### config.mk
export PLATFORM = sky130hd
export DESIGN_NAME = layer5_result_ctrl
export DESIGN_NICKNAME = d
export VERILOG_FILES = /design/src/rtl/layer5_result_ctrl_pkg.sv /design/src/rtl/layer5_raster_cnt.sv /design/src/rtl/layer5_result_ctrl.sv
export SDC_FILE = /design/constraint.sdc
export NUM_CORES = 1
export LEC_CHECK = 0
export BUFFER_PORTS_ARGS = -buffer_cell sky130_fd_sc_hd__buf_2
export CAP_MARGIN = 20
export CORE_UTILIZATION = 46
export DETAILED_ROUTE_END_ITERATION = 7
export PLACE_DENSITY = 0.86
export SLEW_MARGIN = 20
export SYNTH_ARGS = -nofsm -noshare
export SYNTH_HDL_FRONTEND = slang
export SYNTH_HIERARCHICAL = 1
export SYNTH_SLANG_ARGS = --single-unit
export TNS_END_PERCENT = 50
### constraint.sdc
create_clock -name clk -period 3.3 [get_ports clk]
set_clock_uncertainty 0.1 [all_clocks]
set_input_delay 0.66 -clock clk [delete_from_list [all_inputs] [get_ports clk]]
set_output_delay 0.66 -clock clk [all_outputs]
set_load 0.01 [all_outputs]
### src/rtl/layer5_result_ctrl_pkg.sv
// Shared types and constants for the layer-5 result buffer sequencer.
package layer5_result_ctrl_pkg;

    typedef enum logic {
        FILL  = 1'b0,
        DRAIN = 1'b1
    } ctrl_state_e;

    localparam int unsigned ADDR_W = 16;

    // Counter width for a side length w; a width-1 buffer still needs one bit.
    function automatic int unsigned cnt_width(input int unsigned w);
        return (w > 1) ? $clog2(w) : 1;
    endfunction

endpackage

### src/rtl/layer5_raster_cnt.sv
// Two-dimensional raster counter: inner index runs fastest, both wrap to zero after (WIDTH-1, WIDTH-1).
module layer5_raster_cnt
    import layer5_result_ctrl_pkg::*;
#(
    parameter int unsigned WIDTH = 8,
    localparam int unsigned CW   = cnt_width(WIDTH)
) (
    input  logic          clk,
    input  logic          rst,
    input  logic          en,
    input  logic          clr,
    output logic [CW-1:0] inner,
    output logic [CW-1:0] outer,
    output logic          last
);

    localparam logic [CW-1:0] MAX = CW'(WIDTH - 1);

    logic inner_last;

    assign inner_last = (inner == MAX);
    assign last       = inner_last && (outer == MAX);

    always_ff @(posedge clk or negedge rst) begin
        if (!rst) begin
            inner <= '0;
            outer <= '0;
        end else if (clr) begin
            inner <= '0;
            outer <= '0;
        end else if (en) begin
            if (inner_last) begin
                inner <= '0;
                outer <= (outer == MAX) ? '0 : outer + 1'b1;
            end else begin
                inner <= inner + 1'b1;
            end
        end
    end

endmodule

### src/rtl/layer5_result_ctrl.sv
// Layer-5 result buffer sequencer: fills one frame in raster order, then drains it to the next stage.
module layer5_result_ctrl
    import layer5_result_ctrl_pkg::*;
#(
    parameter int unsigned WIDTH          = 8,
    parameter bit          COL_MAJOR_READ = 1'b0
) (
    input  logic              clk,
    input  logic              rst,
    input  logic              flush,
    input  logic              in_valid,
    output logic              in_ready,
    output logic              save_enable,
    output logic [ADDR_W-1:0] save_row_addr,
    output logic [ADDR_W-1:0] save_col_addr,
    input  logic              out_ready,
    output logic              out_valid,
    output logic              layer5_result_read_signal,
    output logic [ADDR_W-1:0] read_row_addr,
    output logic [ADDR_W-1:0] read_col_addr,
    output logic              frame_done
);

    localparam int unsigned CW = cnt_width(WIDTH);

    ctrl_state_e   state;
    ctrl_state_e   state_nxt;
    logic [CW-1:0] wr_col;
    logic [CW-1:0] wr_row;
    logic          wr_last;
    logic [CW-1:0] rd_inner;
    logic [CW-1:0] rd_outer;
    logic          rd_last;
    logic          rd_fire;

    assign save_enable               = in_valid & in_ready;
    assign rd_fire                   = out_valid & out_ready;
    assign layer5_result_read_signal = out_valid;

    layer5_raster_cnt #(.WIDTH(WIDTH)) u_wr_cnt (
        .clk   (clk),
        .rst   (rst),
        .en    (save_enable & ~flush),
        .clr   (flush),
        .inner (wr_col),
        .outer (wr_row),
        .last  (wr_last)
    );

    layer5_raster_cnt #(.WIDTH(WIDTH)) u_rd_cnt (
        .clk   (clk),
        .rst   (rst),
        .en    (rd_fire & ~flush),
        .clr   (flush),
        .inner (rd_inner),
        .outer (rd_outer),
        .last  (rd_last)
    );

    always_ff @(posedge clk or negedge rst) begin
        if (!rst) begin
            state      <= FILL;
            frame_done <= 1'b0;
        end else begin
            state      <= state_nxt;
            frame_done <= rd_fire & rd_last & ~flush;
        end
    end

    always_comb begin
        state_nxt = state;
        in_ready  = 1'b0;
        out_valid = 1'b0;
        case (state)
            FILL: begin
                in_ready = 1'b1;
                if (in_valid && wr_last) state_nxt = DRAIN;
            end
            DRAIN: begin
                out_valid = 1'b1;
                if (out_ready && rd_last) state_nxt = FILL;
            end
            default: state_nxt = FILL;
        endcase
        // Abort wins over any handshake, including the final one of either phase.
        if (flush) state_nxt = FILL;
    end

    assign save_row_addr = ADDR_W'(wr_row);
    assign save_col_addr = ADDR_W'(wr_col);

    always_comb begin
        if (COL_MAJOR_READ) begin
            read_row_addr = ADDR_W'(rd_inner);
            read_col_addr = ADDR_W'(rd_outer);
        end else begin
            read_row_addr = ADDR_W'(rd_outer);
            read_col_addr = ADDR_W'(rd_inner);
        end
    end

endmodule

Word level (Yosys, flattened, before mapping)
Index checks and enable logic that the tools add are counted.
{"block": "totals", "in_bits": 5, "output_inout_bits": 69, "rom_bits": 0, "memories": 0, "register_bits": 14, "latchBits": 0, "ram_bits": 0}
{"block": "classes", "n_eq_ne": 4, "n_addsub": 4, "n_shift": 0, "bitwise": 8, "n_reduce_logical": 10, "n_mul": 0, "muxes": 20, "magnitude_cmp": 0, "div": 0}
{"cell": "3-bit 2-to-1 mux", "count": 14}
{"cell": "3-bit by 1-bit adder with 3-bit output, second input constant", "count": 4}
{"cell": "3-bit == test, second input constant", "count": 4}
{"cell": "2-bit nonzero test", "count": 4}
{"cell": "1-bit bitwise AND", "count": 6}
{"cell": "1-bit 2-to-1 mux", "count": 5}
{"cell": "1-bit logical AND", "count": 4}
{"cell": "2-bit AND reduction", "count": 2}
{"cell": "1-bit NOT", "count": 2}
{"cell": "1-bit case mux with 2 select lines", "count": 1}

Longest topological paths before layout
{"block": "depth", "word_depth": 6, "ltp_mapped": 5, "ltp_nobuf": 5}

Hierarchy
The synthesis kept the hierarchy.
{"mod": "layer5_result_ctrl", "area_per_inst_um2": 496.7, "n_inst": 1, "cells_per_inst": 63}
{"mod": "layer5_raster_cnt at u_wr_cnt", "area_per_inst_um2": 339.1, "n_inst": 1, "cells_per_inst": 28}
{"mod": "layer5_raster_cnt at u_rd_cnt", "area_per_inst_um2": 335.3, "n_inst": 1, "cells_per_inst": 28}

Least setup slack after synthesis
OpenSTA, ideal clock, no wires.
{"block": "synth_path", "kind": "input to register", "from": "in in_valid", "to": "reg u_wr_cnt.inner[0]", "path_buffers": 1, "path_slack_ps": 1453, "arrival_time_ps": 1674, "setup_ps": 73, "required_ps": 3127, "path_stages": 5, "cell_sequence": "nor2b_1 -> nor2b_1 -> buf_6 -> or3b_1 -> a21oi_2"}
{"block": "synth_via", "elab_chain_cells": 3}
{"element": "start, declared", "line": "layer5_result_ctrl.sv:11", "text": "input logic in_valid,"}
{"element": "1-bit bitwise AND", "line": "layer5_result_ctrl.sv:36", "text": "assign save_enable = in_valid & in_ready;"}
{"element": "1-bit bitwise AND", "line": "layer5_result_ctrl.sv:43", "text": ".en (save_enable & ~flush),"}
{"element": "2-bit nonzero test (no source line)"}
{"element": "end signal, assigned", "line": "layer5_raster_cnt.sv:36", "text": "inner <= inner + 1'b1;"}
{"element": "end, declared", "line": "layer5_raster_cnt.sv:12", "text": "output logic [CW-1:0] inner,"}
Every way passes these cells.
A chain may end at the register's enable or synchronous reset.

Final worst setup path
{"block": "layout_path", "from": "in in_valid", "to": "out save_enable"}
{"block": "layout_via", "elab_chain_cells": 1}
{"element": "1-bit bitwise AND", "line": "layer5_result_ctrl.sv:36"}
{"element": "end, declared", "line": "layer5_result_ctrl.sv:13", "text": "output logic save_enable,"}
Every way passes these cells.

==> summary.md <==
| Metric | Value |
|---|---|
| Status | `finished clean` |
| Total number of vias | `slightly below 700` |
| Buffers on Ports | `21` |
| Arrival time at the worst endpoint | `1.07 ns` |
| TritonCTS Buffers | `3` |
| H-Tree Depth | `1` |
| Final Setup Violations | `0` |
| Setup Fix Bufs, Post-CTS | `0` |
| Fillers | `234` |
| Most frequent cells in the layout | `conb_1 (52), buf_2 (21), dfrtp_1 (14), ha_1 (8), a21oi_1 (7)` |
| Crit-path max FO | `2` |
| Clock buffer depth | `2` |
| DR iter-0 viols | `2` |
| RSZ-0062 raised after global routing | `no` |
| Clock latency on the worst-skew pair | `0.27 ns` |
| Post-route setup TNS | `0 ns` |
| Sequential Area | `350 um^2` |
| Routed wire length | `about 1.6 mm` |
| Clk root buf | `clkbuf_4` |
| Initial antenna violation count | `0` |
| Clock share of power | `0.304` |
| LEAKAGE | `0.661 nW` |
| Setup crit start kind | `primary input` |
| Routed WL per cell | `9.68 um` |
| Pint | `0.222 mW` |
| Min Clock Period, post-route | `about 1.8 ns` |
| Pwr dens | `282 nW/um^2` |
| Worst-path clk slew | `approximately 0.08 ns` |
| Inserted Diodes | `0` |
| Flops & latches, synth | `14` |
| Syn. warnings | `6` |
| Vias in the first global route | `~580` |
| ANT nets after route | `0` |
| Mapped Cells | `119` |
| CTS tree | `done` |
| Final Wtd Congestion | `roughly 0.71` |
| Core Area | `2300 um^2` |
| Multi-input combinational cell area | `588 um^2` |
| Die X | `52.5 um` |
| First-pass GRT wire length | `2.46 mm` |
| Share of cells above drive strength 1 | `0.236` |
| CP Capture Type | `primary output` |
| Max Transition Viols Final | `0` |
| Final #Nets | `around 160` |
| Commonest non-fill, non-tap cell in the layout | `conb_1` |
| HPWL after DPL | `1.31 mm` |
| Hold buffer count at CTS | `0` |
| Distinct cells, synth | `20` |
| # DRC | `0` |
| Die ar. | `2750 um^2` |
| Count of final hold-check violations | `0` |
| Switch Pwr | `around 0.093 mW` |
| MaxCap Viol Count | `0` |
| DR vias/cell | `4.14` |
| Register area share after synthesis | `0.299` |
| CP required | `2.54 ns` |
| Post-cts sizing count | `0` |
| Post-synthesis cell area | `1170 um^2` |
| Tcrit/Tclk final | `0.556` |
| Sw Ratio | `0.295` |
| F_max | `545 MHz` |
| Largest net degree at the start of global routing | `16` |
| Comb pwr share | `0.144` |
| Remaining Overflow, GRT | `0` |
| Rows | `17` |
| Num ports | `74` |
| Worst setup path startpoint | `in_valid` |
| Tightest Hold Check Type | `in -> async` |
| Drt pass-1 iters | `2` |
| GRT Resource Usage Total | `0.126` |
| Synthesized area per cell | `9.84 um^2` |
| Core Util, Final | `0.484` |
| Post-route insts no fill | `168` |
| RR Startpoint | `state` |
| Die height | `52.5 um` |
| CTS sink count | `14` |
| Power Total | `roughly 0.31 mW` |
| Worst vdd ir | `170 uV` |
| DP Cell Count | `about 170` |
| Crit Path Class | `in -> out` |
| Sequential share of power | `0.553` |
| Initial core utilization | `0.510` |
| Area growth, synth to finish | `-5.02%` |
[worst paths after layout]
| path | end | slack [ns] | depth (start not counted) |
|---|---|---|---|
| min in group clk | u_wr_cnt/inner[1] | 0.47 | 2 |
| setup / recovery | save_enable | 1.47 | 3 |
| max in group asynchronous | u_rd_cnt/inner[0] | 2.71 | 1 |
| hold / removal | u_rd_cnt/outer[1] | 0.16 | 1 |
| hold reg to reg | u_wr_cnt/inner[1] | 0.47 | 2 |
| setup reg to reg | u_wr_cnt/inner[0] | 1.69 | 5 |
[flip-flops by register name, indices dropped and copies added, names as in the netlist]
signal	count
state	1
u_rd_cnt/inner	3
frame_done	1
u_wr_cnt/inner	3
u_wr_cnt/outer	3
u_rd_cnt/outer	3
[cell type report]
cell class                 count  area share
tap                           28      0.0315
inverter                       1     0.00337
clock buffer                   3      0.0202
multi-input combinational    100       0.529
timing repair buffer          22       0.101
sequential                    14       0.315
[metrics by stage]
stage	instance area, um^2	setup slack [ns]	hold slack, ns
2_1_floorplan	1360	1.45	0.264
3_3_place_gp	1090	1.33	0.445
3_5_place_dp	1090	1.27	0.449
4_1_cts	1110	1.47	0.165
5_1_grt	1110	1.42	0.177
6_report	1110	1.47	0.160
[per-layer routing]
layer  up-vias  global-route usage  wire [um]
met5         -                   0          0
met4         0              0.0789         16
met3         2              0.0261        129
met2        40               0.217        843
met1       317               0.140        637
li1        336                   -          -
[critical path, stage by stage]
cell,delay [ns]
buf_2,0.08
nor2b_1,0.17
buf_2,0.16
[power groups by stage]
stage / registers (mW) / logic, mW / clock network, mW
floorplan: 0.178 / 0.0789 / 0
global placement: 0.177 / 0.0438 / 0
detailed placement: 0.177 / 0.0446 / 0
CTS: 0.174 / 0.0446 / 0.0983
global route: 0.174 / 0.0518 / 0.107
finish: 0.174 / 0.0452 / 0.0954
[cell families after synthesis]
| kind of cell | share of synthesized area |
|---|---|
| multiplexers | 0.0342 |
| adder cells (fa/ha/maj) | 0.0855 |
| AND/OR/NAND/NOR | 0.112 |
| AO/OA/AOI/OAI | 0.104 |
| flip-flops | 0.299 |
| buffers and inverters | 0.362 |
| other | 0.00320 |
[synth_stat cells, drive strengths merged]
| library cell | number | area (um^2) |
|---|---|---|
| nand2b | 2 | 12.5 |
| mux2i | 4 | 40.0 |
| a21oi | 9 | 52.6 |
| nand4bb | 2 | 22.5 |
| a21bo | 6 | 60.1 |
| a311oi | 1 | 8.76 |
| nand4b | 1 | 8.76 |
| and2 | 3 | 18.8 |
| and3b | 1 | 8.76 |
| inv | 1 | 3.75 |
| nand3 | 3 | 15.0 |
| buf | 55 | 420 |
| nor2 | 4 | 15.0 |
| ha | 8 | 100 |
| or3b | 2 | 17.5 |
| dfrtp | 14 | 350 |
| nor2b | 2 | 12.5 |
| conb | 1 | 3.75 |
(Power assumes the default switching activity.)
